### config.mk
export PLATFORM = sky130hd
export DESIGN_NAME = pipeline_stage_buf
export DESIGN_NICKNAME = d
export VERILOG_FILES = /design/src/rtl/pipeline_stage_buf.sv
export SDC_FILE = /design/constraint.sdc
export NUM_CORES = 1
export LEC_CHECK = 0
export CORE_UTILIZATION = 46
export CTS_CLUSTER_DIAMETER = 50
export DETAILED_ROUTE_END_ITERATION = 8
export PLACE_DENSITY = 0.74
export SLEW_MARGIN = 15
export SYNTH_ARGS = -nofsm -noshare
export SYNTH_HDL_FRONTEND = slang
export SYNTH_SLANG_ARGS = --single-unit
export TNS_END_PERCENT = 30
### constraint.sdc
create_clock -name clk -period 5.1 [get_ports clk]
set_input_delay 1.275 -clock clk [delete_from_list [all_inputs] [get_ports clk]]
set_output_delay 1.275 -clock clk [all_outputs]
set_load 0.005 [all_outputs]
### src/rtl/pipeline_stage_buf.sv
// -----------------------------------------------------------------------------
// pipeline_stage_buf
//
// Pipeline stage register for the CPU32 pipeline. Carries an opaque DATA_W-bit
// stage bundle across a valid/ready handshake. A two-entry skid buffer (main +
// skid) keeps in_ready a pure register output while still sustaining one beat
// per cycle. Adds per-beat NOP substitution (in_kill), a whole-stage flush, a
// free-running one-cycle sideband and a saturating stall counter.
//
// Ports:
//   clk        in   1       clock, rising edge
//   rst        in   1       asynchronous active-high reset
//   in_valid   in   1       upstream beat present
//   in_ready   out  1       buffer can accept (registered)
//   in_data    in   DATA_W  upstream bundle
//   in_kill    in   1       store the accepted beat as NOP_VALUE
//   flush      in   1       discard all buffered beats at the next edge
//   out_valid  out  1       downstream beat present (registered)
//   out_ready  in   1       downstream accepts
//   out_data   out  DATA_W  head bundle, NOP_VALUE whenever out_valid=0
//   side_in    in   SIDE_W  sideband input
//   side_out   out  SIDE_W  side_in delayed one cycle
//   occupancy  out  2       buffered beats, 0..2 (registered)
//   stall_cnt  out  CNT_W   saturating count of out_valid && !out_ready cycles
// -----------------------------------------------------------------------------
module pipeline_stage_buf #(
  parameter int                DATA_W    = 64,
  parameter logic [DATA_W-1:0] NOP_VALUE = {DATA_W{1'b0}},
  parameter int                SIDE_W    = 1,
  parameter int                CNT_W     = 16
) (
  input  logic              clk,
  input  logic              rst,
  input  logic              in_valid,
  output logic              in_ready,
  input  logic [DATA_W-1:0] in_data,
  input  logic              in_kill,
  input  logic              flush,
  output logic              out_valid,
  input  logic              out_ready,
  output logic [DATA_W-1:0] out_data,
  input  logic [SIDE_W-1:0] side_in,
  output logic [SIDE_W-1:0] side_out,
  output logic [1:0]        occupancy,
  output logic [CNT_W-1:0]  stall_cnt
);

  // State encoding equals the number of buffered beats, so occupancy is the
  // state register itself.
  typedef enum logic [1:0] {
    ST_EMPTY = 2'd0,
    ST_ONE   = 2'd1,
    ST_FULL  = 2'd2
  } state_t;

  state_t              r_state;
  state_t              w_state_next;
  logic [DATA_W-1:0]   r_main;
  logic [DATA_W-1:0]   w_main_next;
  logic [DATA_W-1:0]   r_skid;
  logic [DATA_W-1:0]   w_skid_next;
  logic                r_out_valid;
  logic                r_in_ready;
  logic [SIDE_W-1:0]   r_side;
  logic [CNT_W-1:0]    r_stall_cnt;

  logic                w_in_xfer;
  logic                w_out_xfer;
  logic [DATA_W-1:0]   w_in_beat;

  // Flush blocks acceptance so a beat offered during the flush cycle is lost
  // rather than surviving into the emptied buffer.
  assign w_in_xfer  = in_valid && r_in_ready && !flush;
  assign w_out_xfer = r_out_valid && out_ready;
  assign w_in_beat  = in_kill ? NOP_VALUE : in_data;

  // ---------------------------------------------------------------------------
  // State register and registered outputs
  // ---------------------------------------------------------------------------
  always_ff @(posedge clk or posedge rst) begin
    if (rst) begin
      r_state     <= ST_EMPTY;
      r_main      <= NOP_VALUE;
      r_skid      <= NOP_VALUE;
      r_out_valid <= 1'b0;
      r_in_ready  <= 1'b1;
    end else begin
      r_state     <= w_state_next;
      r_main      <= w_main_next;
      r_skid      <= w_skid_next;
      // Handshake flags are decoded from the next state so they leave the
      // block straight from flops.
      r_out_valid <= (w_state_next != ST_EMPTY);
      r_in_ready  <= (w_state_next != ST_FULL);
    end
  end

  // ---------------------------------------------------------------------------
  // Next-state / datapath
  // ---------------------------------------------------------------------------
  always_comb begin
    w_state_next = r_state;
    w_main_next  = r_main;
    w_skid_next  = r_skid;

    case (r_state)
      ST_EMPTY: begin
        if (w_in_xfer) begin
          w_state_next = ST_ONE;
          w_main_next  = w_in_beat;
        end
      end
      ST_ONE: begin
        if (w_in_xfer && w_out_xfer) begin
          w_main_next = w_in_beat;
        end else if (w_in_xfer) begin
          // Downstream stalled in the same cycle we accepted: catch the beat
          // in the skid entry; in_ready drops on the following cycle.
          w_state_next = ST_FULL;
          w_skid_next  = w_in_beat;
        end else if (w_out_xfer) begin
          w_state_next = ST_EMPTY;
          w_main_next  = NOP_VALUE;
        end
      end
      ST_FULL: begin
        if (w_out_xfer) begin
          w_state_next = ST_ONE;
          w_main_next  = r_skid;
          w_skid_next  = NOP_VALUE;
        end
      end
      default: begin
        w_state_next = ST_EMPTY;
        w_main_next  = NOP_VALUE;
        w_skid_next  = NOP_VALUE;
      end
    endcase

    // Any same-cycle output transfer has already been seen downstream; the
    // buffer simply empties.
    if (flush) begin
      w_state_next = ST_EMPTY;
      w_main_next  = NOP_VALUE;
      w_skid_next  = NOP_VALUE;
    end
  end

  // ---------------------------------------------------------------------------
  // Sideband and stall counter (never flushed, cleared only by rst)
  // ---------------------------------------------------------------------------
  always_ff @(posedge clk or posedge rst) begin
    if (rst) begin
      r_side      <= '0;
      r_stall_cnt <= '0;
    end else begin
      r_side <= side_in;
      if (r_out_valid && !out_ready && !(&r_stall_cnt)) begin
        r_stall_cnt <= r_stall_cnt + {{(CNT_W-1){1'b0}}, 1'b1};
      end
    end
  end

  assign in_ready  = r_in_ready;
  assign out_valid = r_out_valid;
  assign out_data  = r_main;
  assign occupancy = r_state;
  assign side_out  = r_side;
  assign stall_cnt = r_stall_cnt;

endmodule

==> summary.md <==
| Metric | Value |
|---|---|
| Status | `finished clean` |
| Ys flop type | `dfrtp_1` |
| Tmin final | `3.22 ns` |
| PwrDens | `321 nW/um^2` |
| I/O Buffers | `155` |
| Synth area leaders | `dfrtp_1, mux2_4, a221o_1` |
| Number of max-cap violations | `0` |
| RSZ-0062 raised after global routing | `no` |
| Worst-Margin Slew | `0.962 ns` |
| Initial core utilization | `47.2%` |
| Setup TNS Final | `0 ns` |
| Critical-path maximum fanout | `17` |
| Clock latency on the worst-skew pair | `0.42 ns` |
| Critical Path AT | `3.52 ns` |
| Initial drt markers | `272` |
| Register area share after synthesis | `51.8%` |
| Critical path's top delay family | `buffers and inverters` |
| CP Class | `in2reg` |
| Die width | `127 um` |
| Share of post-route cells with drive strength above 1 | `16.2%` |
| CP max-delay cell | `o21ai_4` |
| Yosys top cell area share | `51.4%` |
| Worst slew margin | `35.8%` |
| Grt ovf | `0` |
| WP buf/inv | `2` |
| Wire per inst | `17.5 um` |
| Flop-to-flop setup slack | `2.80 ns` |
| Netlist cell types | `45` |
| Clk pin slew, worst setup/hold paths | `0.06 ns` |
| # fillers | `1267` |
| Commonest non-fill, non-tap cell in the layout | `clkdlybuf4s50_1` |
| Synth Instances | `597` |
| Tcrit/Tclk final | `63.2%` |
| Hold_buf cts | `0` |
| EDFF count, synth | `0` |
| Required time worst endpoint | `5.40 ns` |
| Placement row count | `45` |
| Routability cong. | `0.848` |
| Yosys reg bits | `149` |
| Routed vias/inst | `5.44` |
| Clock Tree Buf Depth | `2` |
| Synth warn | `0` |
| Type of destination of the critical path | `flop` |
| Max stage delay on crit path | `0.62 ns` |
| Number of diodes | `0` |
| CTS resizes | `0` |
| Area grow syn2layout | `30.5%` |
| Clock root buffer | `clkbuf_16` |
| TritonCTS clock tree | `built` |
| Core Footprint | `15300 sq um` |
| Vias in the first global route | `5478` |
| Global-route usage over all layers | `22.1%` |
| Vias post-DR | `5242` |
| Die H | `127 um` |
| Pre-antenna DRT Iters | `5` |
| VDD IR-drop max | `0.241 mV` |
| Clock skew | `0.00554 ns` |
| CTS H-tree lvls | `4` |
| Num CTS Buffers | `17` |
| Syn nets | `669` |
| Min-delay worst type | `reg2reg` |
| Final net count | `812` |
| Clock sink count | `149` |
| Synth area leader | `dfrtp_1` |
| Residual DRC | `0` |
| Async S/R FF share, synth | `100%` |
| First-pass GRT wire length | `27900 um` |
| Ports | `156` |
| Crit path cell chain | `clkdlybuf4s50_1 > and2_4 > nor2_1 > o21ai_4 > buf_4 > mux2_4` |
| Worst Setup Start Kind | `primary input` |
| Antenna Violating Nets Remaining | `0` |
| Fmax | `310 MHz` |
| Max Slew Vio Count | `0` |
| Total Wirelength | `16900 um` |
| Final setup fails | `0` |
| Largest net degree at the start of global routing | `67` |
| Post-CTS setup buffers | `0` |
| Initial antenna violation count | `0` |
| Final hold viol count | `0` |
| Die area | `16200 sq um` |
| LEAKAGE | `0.00426 uW` |
| Most frequent cells in the layout | `clkdlybuf4s50_1, dfrtp_1, nor2_1` |
| Half-perimeter wire length after placement | `10800 um` |
| Cell area after synthesis | `7210 sq um` |
| Power Total | `3020 uW` |
| Syn Area/Cell | `12.1 sq um` |
[area by class of cell]
| class | instances | area, sq um | area share [%] |
|---|---|---|---|
| clock buffer | 25 | 495 | 5.27 |
| multi-input combinational | 402 | 3140 | 33.3 |
| timing repair buffer | 167 | 1670 | 17.8 |
| clock inverter | 7 | 93.8 | 0.997 |
| sequential | 149 | 3730 | 39.6 |
| tap | 211 | 264 | 2.81 |
| inverter | 3 | 15.0 | 0.160 |
[synth_stat cells, drive strengths merged (4+ instances only)]
cell	instances
a21oi	4
a221o	63
and3	5
buf	31
clkbuf	12
dfrtp	148
mux2	66
nand2	6
nand2b	64
nand3	9
nand4	6
nor2	133
nor3	4
nor3b	4
xnor2	6
xor2	7
[worst paths after layout]
check | start | to | cells after the start
min in group asynchronous | rst | r_skid[0] | 2
max in group asynchronous | rst | r_skid[32] | 3
worst min register to register | r_skid[19] | out_data[19] | 1
worst max-delay path | out_ready | r_skid[14] | 6
worst min-delay path | r_skid[19] | out_data[19] | 1
worst max register to register | occupancy[0] | r_skid[14] | 4
[state kept, by name, summed over array words and instances (netlist names)]
| register | count |
|---|---|
| in_ready | 1 |
| occupancy | 2 |
| out_data | 64 |
| out_valid | 1 |
| r_skid | 64 |
| side_out | 1 |
| stall_cnt | 16 |
[cells by family (layout without fill, tap and decap cells)]
kind of cell	Yosys count	after routing	share of synthesized area [%]
AOI/OAI and AO/OA	82	82	11.1
adders and majority gates	1	1	0.174
muxes	66	66	13.5
buffers and inverters	46	202	5.03
xor gates and xnor gates	13	13	1.58
DFF	149	149	51.8
and+or+nand+nor	240	240	16.8
[through the flow]
stage               hold slack, ns  setup WS [ns]  instances  util, %  instance area (sq um)
global placement             0.484           1.51        932     57.7                   8810
floorplan                    0.475           1.95        597        -                   7210
global route                 0.527           1.76        964     61.7                   9410
detailed placement           0.494           1.42        932     57.7                   8810
finish                       0.501           1.88        964     61.7                   9410
CTS                          0.506           1.86        964     61.6                   9400
[metal layers]
layer,GRT usage [%],wire (um),share of wire (%),vias up
li1,-,-,-,2401
met1,29.5,7780,46,2628
met2,35.6,7950,47,184
met3,4.06,815,4.8,29
met4,9.24,335,2.0,0
met5,0,0,0,-
[power by group]
group	internal [uW]	switching, uW
Combinational	248	207
Clock	773	472
Sequential	1250	71.0
Power figures use the tool's default switching activity.
